File: config.mk
export PLATFORM = sky130hd
export DESIGN_NAME = sign_logger
export DESIGN_NICKNAME = d
export VERILOG_FILES = /design/src/rtl/sign_logger_pkg.sv /design/src/rtl/sign_logger_rr_arbiter.sv /design/src/rtl/sign_logger.sv
export SDC_FILE = /design/constraint.sdc
export NUM_CORES = 1
export LEC_CHECK = 0
export ABC_AREA = 1
export CAP_MARGIN = 20
export CORE_MARGIN = 4
export CORE_UTILIZATION = 58
export DETAILED_ROUTE_END_ITERATION = 7
export DONT_BUFFER_PORTS = 1
export HOLD_SLACK_MARGIN = 0.06
export PLACE_DENSITY = 0.76
export SETUP_SLACK_MARGIN = 0.15
export SYNTH_ARGS = -nofsm -noshare
export SYNTH_HDL_FRONTEND = slang
export SYNTH_HIERARCHICAL = 1
export SYNTH_SLANG_ARGS = --single-unit
File: constraint.sdc
create_clock -name i_clk -period 5.3 [get_ports i_clk]
set_clock_uncertainty 0.1 [all_clocks]
set_input_delay 1.06 -clock i_clk [delete_from_list [all_inputs] [get_ports i_clk]]
set_output_delay 1.06 -clock i_clk [all_outputs]
set_load 0.02 [all_outputs]
File: src/rtl/sign_logger_pkg.sv
// Shared types and constants for the multi-channel signature logger.
package sign_logger_pkg;

    typedef enum logic [1:0] {
        IDLE = 2'd0,
        ARM  = 2'd1,
        LOG  = 2'd2,
        DONE = 2'd3
    } state_e;

    typedef enum logic {
        ONESHOT  = 1'b0,
        CIRCULAR = 1'b1
    } mode_e;

    localparam int DROP_W = 16;
    localparam logic [DROP_W-1:0] DROP_MAX = '1;

endpackage

File: src/rtl/sign_logger_rr_arbiter.sv
// Round-robin arbiter: one-hot grant, priority starts just after the last grant.
module rr_arbiter #(
    parameter int N = 4
) (
    input  logic         i_clk,
    input  logic         i_reset,
    input  logic [N-1:0] i_req,
    input  logic         i_upd,
    output logic [N-1:0] o_gnt
);

    localparam int IW = (N > 1) ? $clog2(N) : 1;
    localparam logic [IW-1:0] LAST = IW'(N - 1);

    logic [IW-1:0] r_ptr;
    logic [IW-1:0] w_hi_idx;
    logic [IW-1:0] w_lo_idx;
    logic [IW-1:0] w_gnt_idx;
    logic [IW-1:0] w_ptr_next;
    logic          w_hi_found;
    logic          w_lo_found;

    // Search channels at/after the pointer first, then wrap to the lowest requester.
    always_comb begin
        w_hi_found = 1'b0;
        w_lo_found = 1'b0;
        w_hi_idx   = '0;
        w_lo_idx   = '0;
        for (int i = 0; i < N; i++) begin
            if (i_req[i] && !w_hi_found && (IW'(i) >= r_ptr)) begin
                w_hi_found = 1'b1;
                w_hi_idx   = IW'(i);
            end
            if (i_req[i] && !w_lo_found) begin
                w_lo_found = 1'b1;
                w_lo_idx   = IW'(i);
            end
        end
        w_gnt_idx = w_hi_found ? w_hi_idx : w_lo_idx;
    end

    assign o_gnt      = (|i_req) ? (N'(1) << w_gnt_idx) : '0;
    assign w_ptr_next = (w_gnt_idx == LAST) ? '0 : w_gnt_idx + 1'b1;

    always_ff @(posedge i_clk or posedge i_reset) begin
        if (i_reset) begin
            r_ptr <= '0;
        end else if (i_upd && (|i_req)) begin
            r_ptr <= w_ptr_next;
        end
    end

endmodule

File: src/rtl/sign_logger.sv
// Multi-channel signature logger: decimated per-channel capture into hold registers,
// round-robin drained into a single-port SRAM, with an external scan-out override.
module sign_logger
    import sign_logger_pkg::*;
#(
    parameter int DATA_W  = 16,
    parameter int ADDR_W  = 12,
    parameter int NUM_CH  = 4,
    parameter int DECIM_W = 8
) (
    input  logic                     i_clk,
    input  logic                     i_reset,
    input  logic                     i_start,
    input  logic                     i_stop,
    input  logic                     i_mode,
    input  logic [DECIM_W-1:0]       i_decim,
    input  logic [NUM_CH-1:0]        i_ch_mask,
    input  logic [NUM_CH-1:0]        i_ch_valid,
    input  logic [NUM_CH*DATA_W-1:0] i_ch_data,
    input  logic                     i_ext_en,
    input  logic                     i_ext_cen,
    input  logic                     i_ext_wen,
    input  logic [ADDR_W-1:0]        i_ext_addr,
    input  logic [DATA_W-1:0]        i_ext_wdata,
    output logic [DATA_W-1:0]        o_ext_rdata,
    output logic                     o_mem_cen,
    output logic                     o_mem_wen,
    output logic [ADDR_W-1:0]        o_mem_addr,
    output logic [DATA_W-1:0]        o_mem_wdata,
    input  logic [DATA_W-1:0]        i_mem_rdata,
    output logic                     o_busy,
    output logic                     o_done,
    output logic                     o_wrapped,
    output logic [ADDR_W-1:0]        o_wr_ptr,
    output logic [DROP_W-1:0]        o_drop_cnt,
    output logic [1:0]               o_dbg_state
);

    localparam int CH_W   = (NUM_CH > 1) ? $clog2(NUM_CH) : 1;
    localparam int DSUM_W = CH_W + 1;
    localparam logic [ADDR_W-1:0] LAST_ADDR = '1;

    state_e              r_state;
    state_e              w_next_state;
    logic [NUM_CH-1:0]   r_mask;
    mode_e               r_mode;
    logic [DECIM_W-1:0]  r_decim;
    logic [DECIM_W-1:0]  r_dcnt [NUM_CH];
    logic [DATA_W-1:0]   r_hold [NUM_CH];
    logic [NUM_CH-1:0]   r_full;
    logic [ADDR_W-1:0]   r_wr_ptr;
    logic                r_wrapped;
    logic [DROP_W-1:0]   r_drop_cnt;
    logic                r_ext_rd;

    logic                w_start_ok;
    logic                w_log;
    logic                w_capture;
    logic                w_wr_allow;
    logic                w_wr;
    logic                w_final;
    logic [NUM_CH-1:0]   w_sample;
    logic [NUM_CH-1:0]   w_keep;
    logic [NUM_CH-1:0]   w_drop;
    logic [NUM_CH-1:0]   w_req;
    logic [NUM_CH-1:0]   w_gnt;
    logic [DSUM_W-1:0]   w_drop_sum;
    logic [DATA_W-1:0]   w_gnt_data;
    logic [DROP_W:0]     w_drop_add;
    logic [DROP_W-1:0]   w_drop_next;

    assign w_start_ok = i_start && ((r_state == IDLE) || (r_state == DONE));
    assign w_log      = (r_state == LOG);
    assign w_capture  = w_log && !i_stop;
    assign w_wr_allow = w_capture && !i_ext_en;
    assign w_req      = r_full & {NUM_CH{w_wr_allow}};
    assign w_wr       = |w_gnt;
    assign w_final    = w_wr && (r_mode == ONESHOT) && (r_wr_ptr == LAST_ADDR);

    rr_arbiter #(.N(NUM_CH)) u_arb (
        .i_clk   (i_clk),
        .i_reset (i_reset),
        .i_req   (w_req),
        .i_upd   (w_wr_allow),
        .o_gnt   (w_gnt)
    );

    always_comb begin
        w_sample = '0;
        w_keep   = '0;
        for (int c = 0; c < NUM_CH; c++) begin
            w_sample[c] = w_capture && r_mask[c] && i_ch_valid[c];
            w_keep[c]   = w_capture && r_mask[c] && i_ch_valid[c] && (r_dcnt[c] == '0);
        end
    end

    // A kept sample is lost only if its hold register is full and not being drained now.
    always_comb begin
        w_drop     = w_keep & r_full & ~w_gnt;
        w_drop_sum = '0;
        w_gnt_data = '0;
        for (int c = 0; c < NUM_CH; c++) begin
            w_drop_sum = w_drop_sum + DSUM_W'(w_drop[c]);
            w_gnt_data = w_gnt_data | (r_hold[c] & {DATA_W{w_gnt[c]}});
        end
    end

    assign w_drop_add  = {1'b0, r_drop_cnt} + (DROP_W + 1)'(w_drop_sum);
    assign w_drop_next = w_drop_add[DROP_W] ? DROP_MAX : w_drop_add[DROP_W-1:0];

    always_ff @(posedge i_clk or posedge i_reset) begin
        if (i_reset) begin
            r_state <= IDLE;
        end else begin
            r_state <= w_next_state;
        end
    end

    always_comb begin
        w_next_state = r_state;
        case (r_state)
            IDLE:    if (i_start) w_next_state = ARM;
            ARM:     w_next_state = LOG;
            LOG:     if (i_stop || w_final) w_next_state = DONE;
            DONE:    if (i_start) w_next_state = ARM;
            default: w_next_state = IDLE;
        endcase
    end

    always_comb begin
        o_busy      = (r_state == ARM) || (r_state == LOG);
        o_done      = (r_state == DONE);
        o_dbg_state = r_state;
    end

    always_ff @(posedge i_clk or posedge i_reset) begin
        if (i_reset) begin
            r_full <= '0;
            for (int c = 0; c < NUM_CH; c++) begin
                r_dcnt[c] <= '0;
                r_hold[c] <= '0;
            end
        end else if (r_state == ARM) begin
            r_full <= '0;
            for (int c = 0; c < NUM_CH; c++) begin
                r_dcnt[c] <= '0;
                r_hold[c] <= '0;
            end
        end else begin
            if (w_log && i_stop) begin
                r_full <= '0;
            end else begin
                r_full <= (r_full & ~w_gnt) | w_keep;
            end
            for (int c = 0; c < NUM_CH; c++) begin
                if (w_sample[c]) begin
                    r_dcnt[c] <= (r_dcnt[c] == r_decim) ? '0 : r_dcnt[c] + 1'b1;
                end
                if (w_keep[c] && !w_drop[c]) begin
                    r_hold[c] <= i_ch_data[c*DATA_W +: DATA_W];
                end
            end
        end
    end

    always_ff @(posedge i_clk or posedge i_reset) begin
        if (i_reset) begin
            r_mask     <= '0;
            r_mode     <= ONESHOT;
            r_decim    <= '0;
            r_wr_ptr   <= '0;
            r_wrapped  <= 1'b0;
            r_drop_cnt <= '0;
            r_ext_rd   <= 1'b0;
        end else begin
            r_ext_rd <= i_ext_en && !i_ext_cen && i_ext_wen;
            if (w_start_ok) begin
                r_mask  <= i_ch_mask;
                r_mode  <= mode_e'(i_mode);
                r_decim <= i_decim;
            end
            if (r_state == ARM) begin
                r_wr_ptr   <= '0;
                r_wrapped  <= 1'b0;
                r_drop_cnt <= '0;
            end else begin
                r_drop_cnt <= w_drop_next;
                if (w_wr) begin
                    r_wr_ptr <= r_wr_ptr + 1'b1;
                    if ((r_wr_ptr == LAST_ADDR) && (r_mode == CIRCULAR)) begin
                        r_wrapped <= 1'b1;
                    end
                end
            end
        end
    end

    // External port owns the SRAM pins whenever enabled, regardless of state.
    always_comb begin
        o_mem_cen   = 1'b1;
        o_mem_wen   = 1'b1;
        o_mem_addr  = '0;
        o_mem_wdata = '0;
        if (i_ext_en) begin
            o_mem_cen   = i_ext_cen;
            o_mem_wen   = i_ext_wen;
            o_mem_addr  = i_ext_addr;
            o_mem_wdata = i_ext_wdata;
        end else if (w_wr) begin
            o_mem_cen   = 1'b0;
            o_mem_wen   = 1'b0;
            o_mem_addr  = r_wr_ptr;
            o_mem_wdata = w_gnt_data;
        end
    end

    assign o_ext_rdata = r_ext_rd ? i_mem_rdata : '0;
    assign o_wrapped   = r_wrapped;
    assign o_wr_ptr    = r_wr_ptr;
    assign o_drop_cnt  = r_drop_cnt;

endmodule
==> impl_metrics.env, run 1 <==
export IMPL_slowest_stage="dfrtp_2"
export IMPL_synth_enable_flop_cells=0
export IMPL_numCtsBuffers=17
export IMPL_grt_start_max_net_pins=107
export IMPL_setup_tns_final_ns=0
export IMPL_n_antenna_cell=0
export IMPL_power_density_mw_per_mm2=411
export IMPL_grt_use_met2=0.424
export IMPL_grtUsageTotal=0.261
export IMPL_htreeDepth=4
export IMPL_place_ws_ns=0.149
export IMPL_cts_root_buffer="clkbuf_16"
export IMPL_io_pins=211
export IMPL_cts_buffer_depth=2
export IMPL_ir_drop_mv=0.285
export IMPL_post_route_drc_count=0
export IMPL_fin_ws_ns=0.493
export IMPL_synthCells=1222
export IMPL_clock_sinks=147
export IMPL_crit_chain="inv_1 -> ha_1 -> nand2_4 -> nor2_1 -> inv_1 -> nor2_2 -> nand2_1 -> nand2_1 -> nand2_1 -> nand2_1 -> nand2_2 -> inv_1 -> ha_1 -> inv_1 -> nor2_1 -> buf_6 -> nor2_1 -> nand2_1 -> inv_2 -> nor2_4 -> inv_2 -> o21ai_0 -> buf_4"
export IMPL_cp_end_kind="output pin"
export IMPL_wirelength_um=23200
export IMPL_synth_seq_cells=147
export IMPL_met3_usage=0.0631
export IMPL_worstPathArrival_ns=3.65
export IMPL_fmax_ghz=0.208
export IMPL_critPathLaunchType="flip-flop"
export IMPL_critPathMaxStageDelay_ns=0.49
export IMPL_p_leak_nw=5.15
export IMPL_die_w_um=133
export IMPL_rows=45
export IMPL_port_buffers=0
export IMPL_initial_utilization=0.592
export IMPL_path_max_fanout=18
export IMPL_finalPower_mw=4.02
export IMPL_syn_nets=1375
export IMPL_drive_gt1_frac=0.107
export IMPL_antenna_found_initial=0
export IMPL_final_cell_mix="nand2_1 (466), dfrtp_1 (145), inv_1 (121), nand3_1 (97), nor2_1 (74)"
export IMPL_grt_first_pass_wirelength_um=37500
export IMPL_fin_nets=1377
export IMPL_ys_async_sr_fraction=1.00
export IMPL_min_period_ns=4.81
export IMPL_dp_final_hpwl_um=16400
export IMPL_insertion_delay_ns=0.43
export IMPL_final_max_slew_viol_count=0
export IMPL_outcome="finished clean"
export IMPL_hold_viol=0
export IMPL_synthFlopType="dfrtp_1"
export IMPL_routed_via_density=5.61
export IMPL_hold_buffers=0
export IMPL_area_growth_pct=8.55
export IMPL_drv_cap=0
export IMPL_dieHeight_um=133
export IMPL_worstSetupPathDepth=23
export IMPL_use_met1=0.353
export IMPL_cts_tree="done"
export IMPL_gr_total_overflow=0
export IMPL_top_usage_layer="met2"
export IMPL_yosys_warnings=6
export IMPL_timing_final_crit_share=0.907
export IMPL_synth_distinct_cells=39
export IMPL_worst_path_buf_inv=8
export IMPL_netlist_area_sq_mm=0.00900
export IMPL_first_pass_iters=5
export IMPL_via_count=7991
export IMPL_relSlewSlack=0.317
export IMPL_drt_antenna_violating_nets=0
export IMPL_gp_congestion=0.904
export IMPL_crit_type="flip-flop to output pin"
export IMPL_cpMostUsedCell="nand2_1"
export IMPL_hold_class="primary input to async pin"
export IMPL_tightestPinTransition_ns=1.02
export IMPL_core_sq_mm=0.0152
export IMPL_dieArea_sq_mm=0.0176
export IMPL_rrSetupSlack_ns=0.59
export IMPL_grt_pass1_vias=7489
export IMPL_ff2ff_path_depth=26
export IMPL_wl_per_cell_um=16.3
export IMPL_final_common_cell="nand2_1"
export IMPL_drtIter0Drc=655
export IMPL_rsz0062_at_grt="no"
export IMPL_hold_ws_ns=0.269
export IMPL_critPathRequiredTime_ns=4.14
export IMPL_setup_viol=0
export IMPL_path_delay_family="simple AND/OR/NAND/NOR gates"
export IMPL_synth_avg_cell_area_sq_um=7.37
export IMPL_clkTransAtPathRegs_ns=0.07
export IMPL_yosysSeqAreaShare=0.409
[where the power goes]
part,switching [mW],internal (mW)
sequential,0.260,1.31
clock,0.533,0.620
combinational,0.865,0.435
[cell type report]
cell class,instances,area [sq um]
flip-flops and latches,147,3680
fillers,1357,5430
clock inverters,15,138
multi-input cells,897,4550
inverters,128,488
well taps,188,235
repair buffers,33,255
clock buffers,17,425
[metrics by stage]
| stage | cell area [sq um] | cells | util |
|---|---|---|---|
| after floorplan | 9000 | 1222 | - |
| after global placement | 9180 | 1392 | 0.604 |
| after detailed placement | 9180 | 1392 | 0.604 |
| after CTS | 9740 | 1424 | 0.641 |
| after global routing | 9770 | 1425 | 0.643 |
| final | 9770 | 1425 | 0.643 |
[registers in the layout, indices dropped and copies added, names as in the netlist]
register     cells
r_mask           4
o_wrapped        1
u_arb/r_ptr      2
r_ext_rd         1
r_hold          64
r_mode           1
r_dcnt          32
o_wr_ptr        12
o_drop_cnt      16
r_full           4
o_dbg_state      2
r_decim          8
[metal layers]
metal	vias to the layer above	wire [um]
li1	3891	-
met1	3743	9990
met2	322	11100
met3	35	1720
met4	0	417
met5	-	0
[synthesized netlist by cell type (2+ instances only)]
library cell	count	area, sq um
clkbuf_1	13	48.8
dfrtp_1	147	3680
buf_4	3	22.5
fa_1	3	60.1
ha_1	18	225
nor2_1	77	289
nand3_1	98	490
nor2_4	8	90.1
nand3_4	4	70.1
a22o_1	3	26.3
a21oi_1	26	130
buf_6	7	78.8
nand2_2	14	87.6
a31oi_1	3	18.8
nor3_1	8	40.0
o21ai_2	3	26.3
xnor2_1	22	193
xor2_1	13	114
a221oi_1	16	140
o21ai_0	43	215
inv_2	5	18.8
buf_2	24	120
nand3b_1	2	15.0
or2_2	2	12.5
mux2_2	10	113
nor2_2	6	37.5
nor2_8	4	80.1
inv_1	122	458
nand2_1	466	1750
nand4_1	43	269
[final timing paths]
path / startpoint / endpoint
worst max-delay path: o_dbg_state[0] / o_mem_addr[9]
worst min-delay path: i_reset / u_arb/r_ptr[0]
worst max register to register: o_dbg_state[0] / o_drop_cnt[15]
worst min register to register: r_hold[57] / r_hold[57]
max in group asynchronous: i_reset / r_hold[27]
min in group i_clk: r_hold[57] / r_hold[57]
[logic make-up after synthesis]
logic type      Yosys count  share of synthesized area
flops                   147                      0.409
buf+inv                 178                     0.0880
compound gates           96                     0.0634
xor+xnor                 35                     0.0340
simple gates            735                      0.362
mux                      10                     0.0125
fa+ha+maj                21                     0.0317
[what timing repair did]
action / in CTS / in global routing
resized for setup: 0 / 9
setup buffers: 0 / 1
setup endpoints to repair: 0 / 22
Power figures use the tool's default switching activity.
==> inputs of run 2 (changes only) <==
PLACE_DENSITY = not set   (was 0.76)
PLACE_DENSITY_LB_ADDON = 0.1   (was not set)
==> impl_metrics.env, run 2 (synthesis results as in run 1) <==
export IMPL_drt_antenna_violating_nets=0
export IMPL_cts_setup_buffers=0
export IMPL_dp_final_hpwl_um=16500
export IMPL_first_pass_iters=5
export IMPL_hold_class="primary input to async pin"
export IMPL_ir_drop_mv=0.285
export IMPL_critPathMaxStageDelay_ns=0.49
export IMPL_rsz0062_at_grt="no"
export IMPL_numCtsBuffers=17
export IMPL_htreeDepth=4
export IMPL_timing_final_crit_share=0.909
export IMPL_tightestPinTransition_ns=0.691
export IMPL_worst_path_buf_inv=8
export IMPL_drv_cap=0
export IMPL_die_w_um=133
export IMPL_insertion_delay_ns=0.43
export IMPL_area_growth_pct=8.82
export IMPL_port_buffers=0
export IMPL_dieArea_sq_mm=0.0176
export IMPL_setup_viol=0
export IMPL_final_max_slew_viol_count=0
export IMPL_path_delay_family="simple AND/OR/NAND/NOR gates"
export IMPL_finalPower_mw=4.05
export IMPL_worstPathArrival_ns=3.66
export IMPL_cts_tree="done"
export IMPL_setup_tns_final_ns=0
export IMPL_power_density_mw_per_mm2=414
export IMPL_wirelength_um=23200
export IMPL_io_pins=211
export IMPL_largest_reg_flops=64
export IMPL_drtIter0Drc=607
export IMPL_antenna_found_initial=0
export IMPL_dieHeight_um=133
export IMPL_wl_per_cell_um=16.3
export IMPL_routed_via_density=5.60
export IMPL_cts_buffer_depth=2
export IMPL_rows=45
export IMPL_path_max_fanout=17
export IMPL_grtUsageTotal=0.265
export IMPL_relSlewSlack=0.538
export IMPL_final_common_cell="nand2_1"
export IMPL_post_route_drc_count=0
export IMPL_critPathLaunchType="flip-flop"
export IMPL_gr_total_overflow=0
export IMPL_clock_sinks=147
export IMPL_core_sq_mm=0.0152
export IMPL_grt_first_pass_wirelength_um=38000
export IMPL_fill_cells=1356
export IMPL_cp_end_kind="output pin"
export IMPL_outcome="finished clean"
export IMPL_grt_start_max_net_pins=116
export IMPL_initial_utilization=0.592
export IMPL_hold_viol=0
export IMPL_crit_chain="inv_1 -> ha_1 -> nand2_4 -> nor2_1 -> inv_1 -> nor2_1 -> inv_1 -> nor3_2 -> a21oi_1 -> nand2_1 -> ha_1 -> inv_1 -> nor2_1 -> buf_4 -> nor2_1 -> nand2_1 -> inv_2 -> nor2_4 -> inv_2 -> o21ai_0 -> buf_4"
export IMPL_slowest_stage="dfrtp_2"
export IMPL_fmax_ghz=0.207
export IMPL_gp_congestion=0.926
export IMPL_n_antenna_cell=0
export IMPL_final_cell_mix="nand2_1 (466), dfrtp_1 (145), inv_1 (121), nand3_1 (97), nor2_1 (76)"
export IMPL_drive_gt1_frac=0.105
export IMPL_via_count=7977
export IMPL_cts_root_buffer="clkbuf_16"
export IMPL_fin_nets=1377
export IMPL_grt_pass1_vias=7526
export IMPL_critPathRequiredTime_ns=4.14
export IMPL_p_leak_nw=5.17
export IMPL_crit_type="flip-flop to output pin"
export IMPL_min_period_ns=4.82
export IMPL_top_register="r_hold"
export IMPL_clkTransAtPathRegs_ns=0.07
run 2: cell types whose count changed in the layout (fill, tap and decap cells not counted), moves of 2 or more:
| cell | before | now |
|---|---|---|
| nor2_1 | 74 | 76 |
| inv_8 | 2 | 4 |
| inv_6 | 9 | 7 |
| buf_6 | 2 | 0 |
run 2: layout make-up:
| class | count | area [sq um] | area share |
|---|---|---|---|
| Multi-Input combinational cell | 897 | 4540 | 0.463 |
| Sequential cell | 147 | 3680 | 0.376 |
| Inverter | 128 | 488 | 0.0498 |
| Clock buffer | 17 | 425 | 0.0434 |
| Timing Repair Buffer | 33 | 268 | 0.0273 |
| Tap cell | 188 | 235 | 0.0240 |
| Clock inverter | 15 | 160 | 0.0163 |
run 2: power by group:
group	internal, mW	switching, mW
sequential	1.31	0.262
combinational	0.434	0.845
clock	0.669	0.536
total	2.41	1.64
run 2: what timing repair did:
item                       CTS  global route
gates resized for setup      0             4
hold buffers                 0             0
setup endpoints to repair    0            16
run 2: path summary, 6_finish.rpt:
check,startpoint,endpoint,slack [ns],cells after the start
max,o_dbg_state[0],o_mem_addr[5],0.48,21
min,i_reset,u_arb/r_ptr[1],0.26,1
max reg2reg,o_dbg_state[0],o_drop_cnt[15],0.56,26
min reg2reg,r_mask[3],r_mask[3],0.40,1
max in group asynchronous,i_reset,r_dcnt[13],3.61,3
min in group i_clk,r_mask[3],r_mask[3],0.40,1
run 2: worst reg2reg max path, stage by stage (launching register included):
cell	delay (ns)
dfrtp_2	0.49
inv_1	0.09
ha_1	0.21
nand2_4	0.07
nor2_1	0.16
inv_1	0.13
nor2_1	0.18
inv_1	0.10
nor3_2	0.14
a21oi_1	0.06
nand2_1	0.11
inv_1	0.07
ha_1	0.17
inv_1	0.05
nor2_1	0.05
nor2_1	0.13
nand3_1	0.12
fa_1	0.50
inv_1	0.06
fa_1	0.45
fa_1	0.45
nand3_1	0.20
nor2_1	0.10
nand3_2	0.20
nand3_1	0.12
nand2_1	0.07
inv_1	0.05
run 2: stage by stage:
step,worst slack (ns),hold WS (ns),area [sq um],instances,utilization
after floorplan,0.245,0.375,9000,1222,-
after global placement,0.300,0.386,9180,1392,0.604
after detailed placement,0.151,0.393,9180,1392,0.604
after CTS,0.388,0.253,9760,1424,0.642
after global routing,0.154,0.253,9800,1425,0.645
final,0.480,0.264,9800,1425,0.645
run 2: metal layers:
layer	GRT usage	part of all wire
met5	0	0
met4	0.0664	0.015
met3	0.0684	0.075
met2	0.422	0.48
met1	0.366	0.43
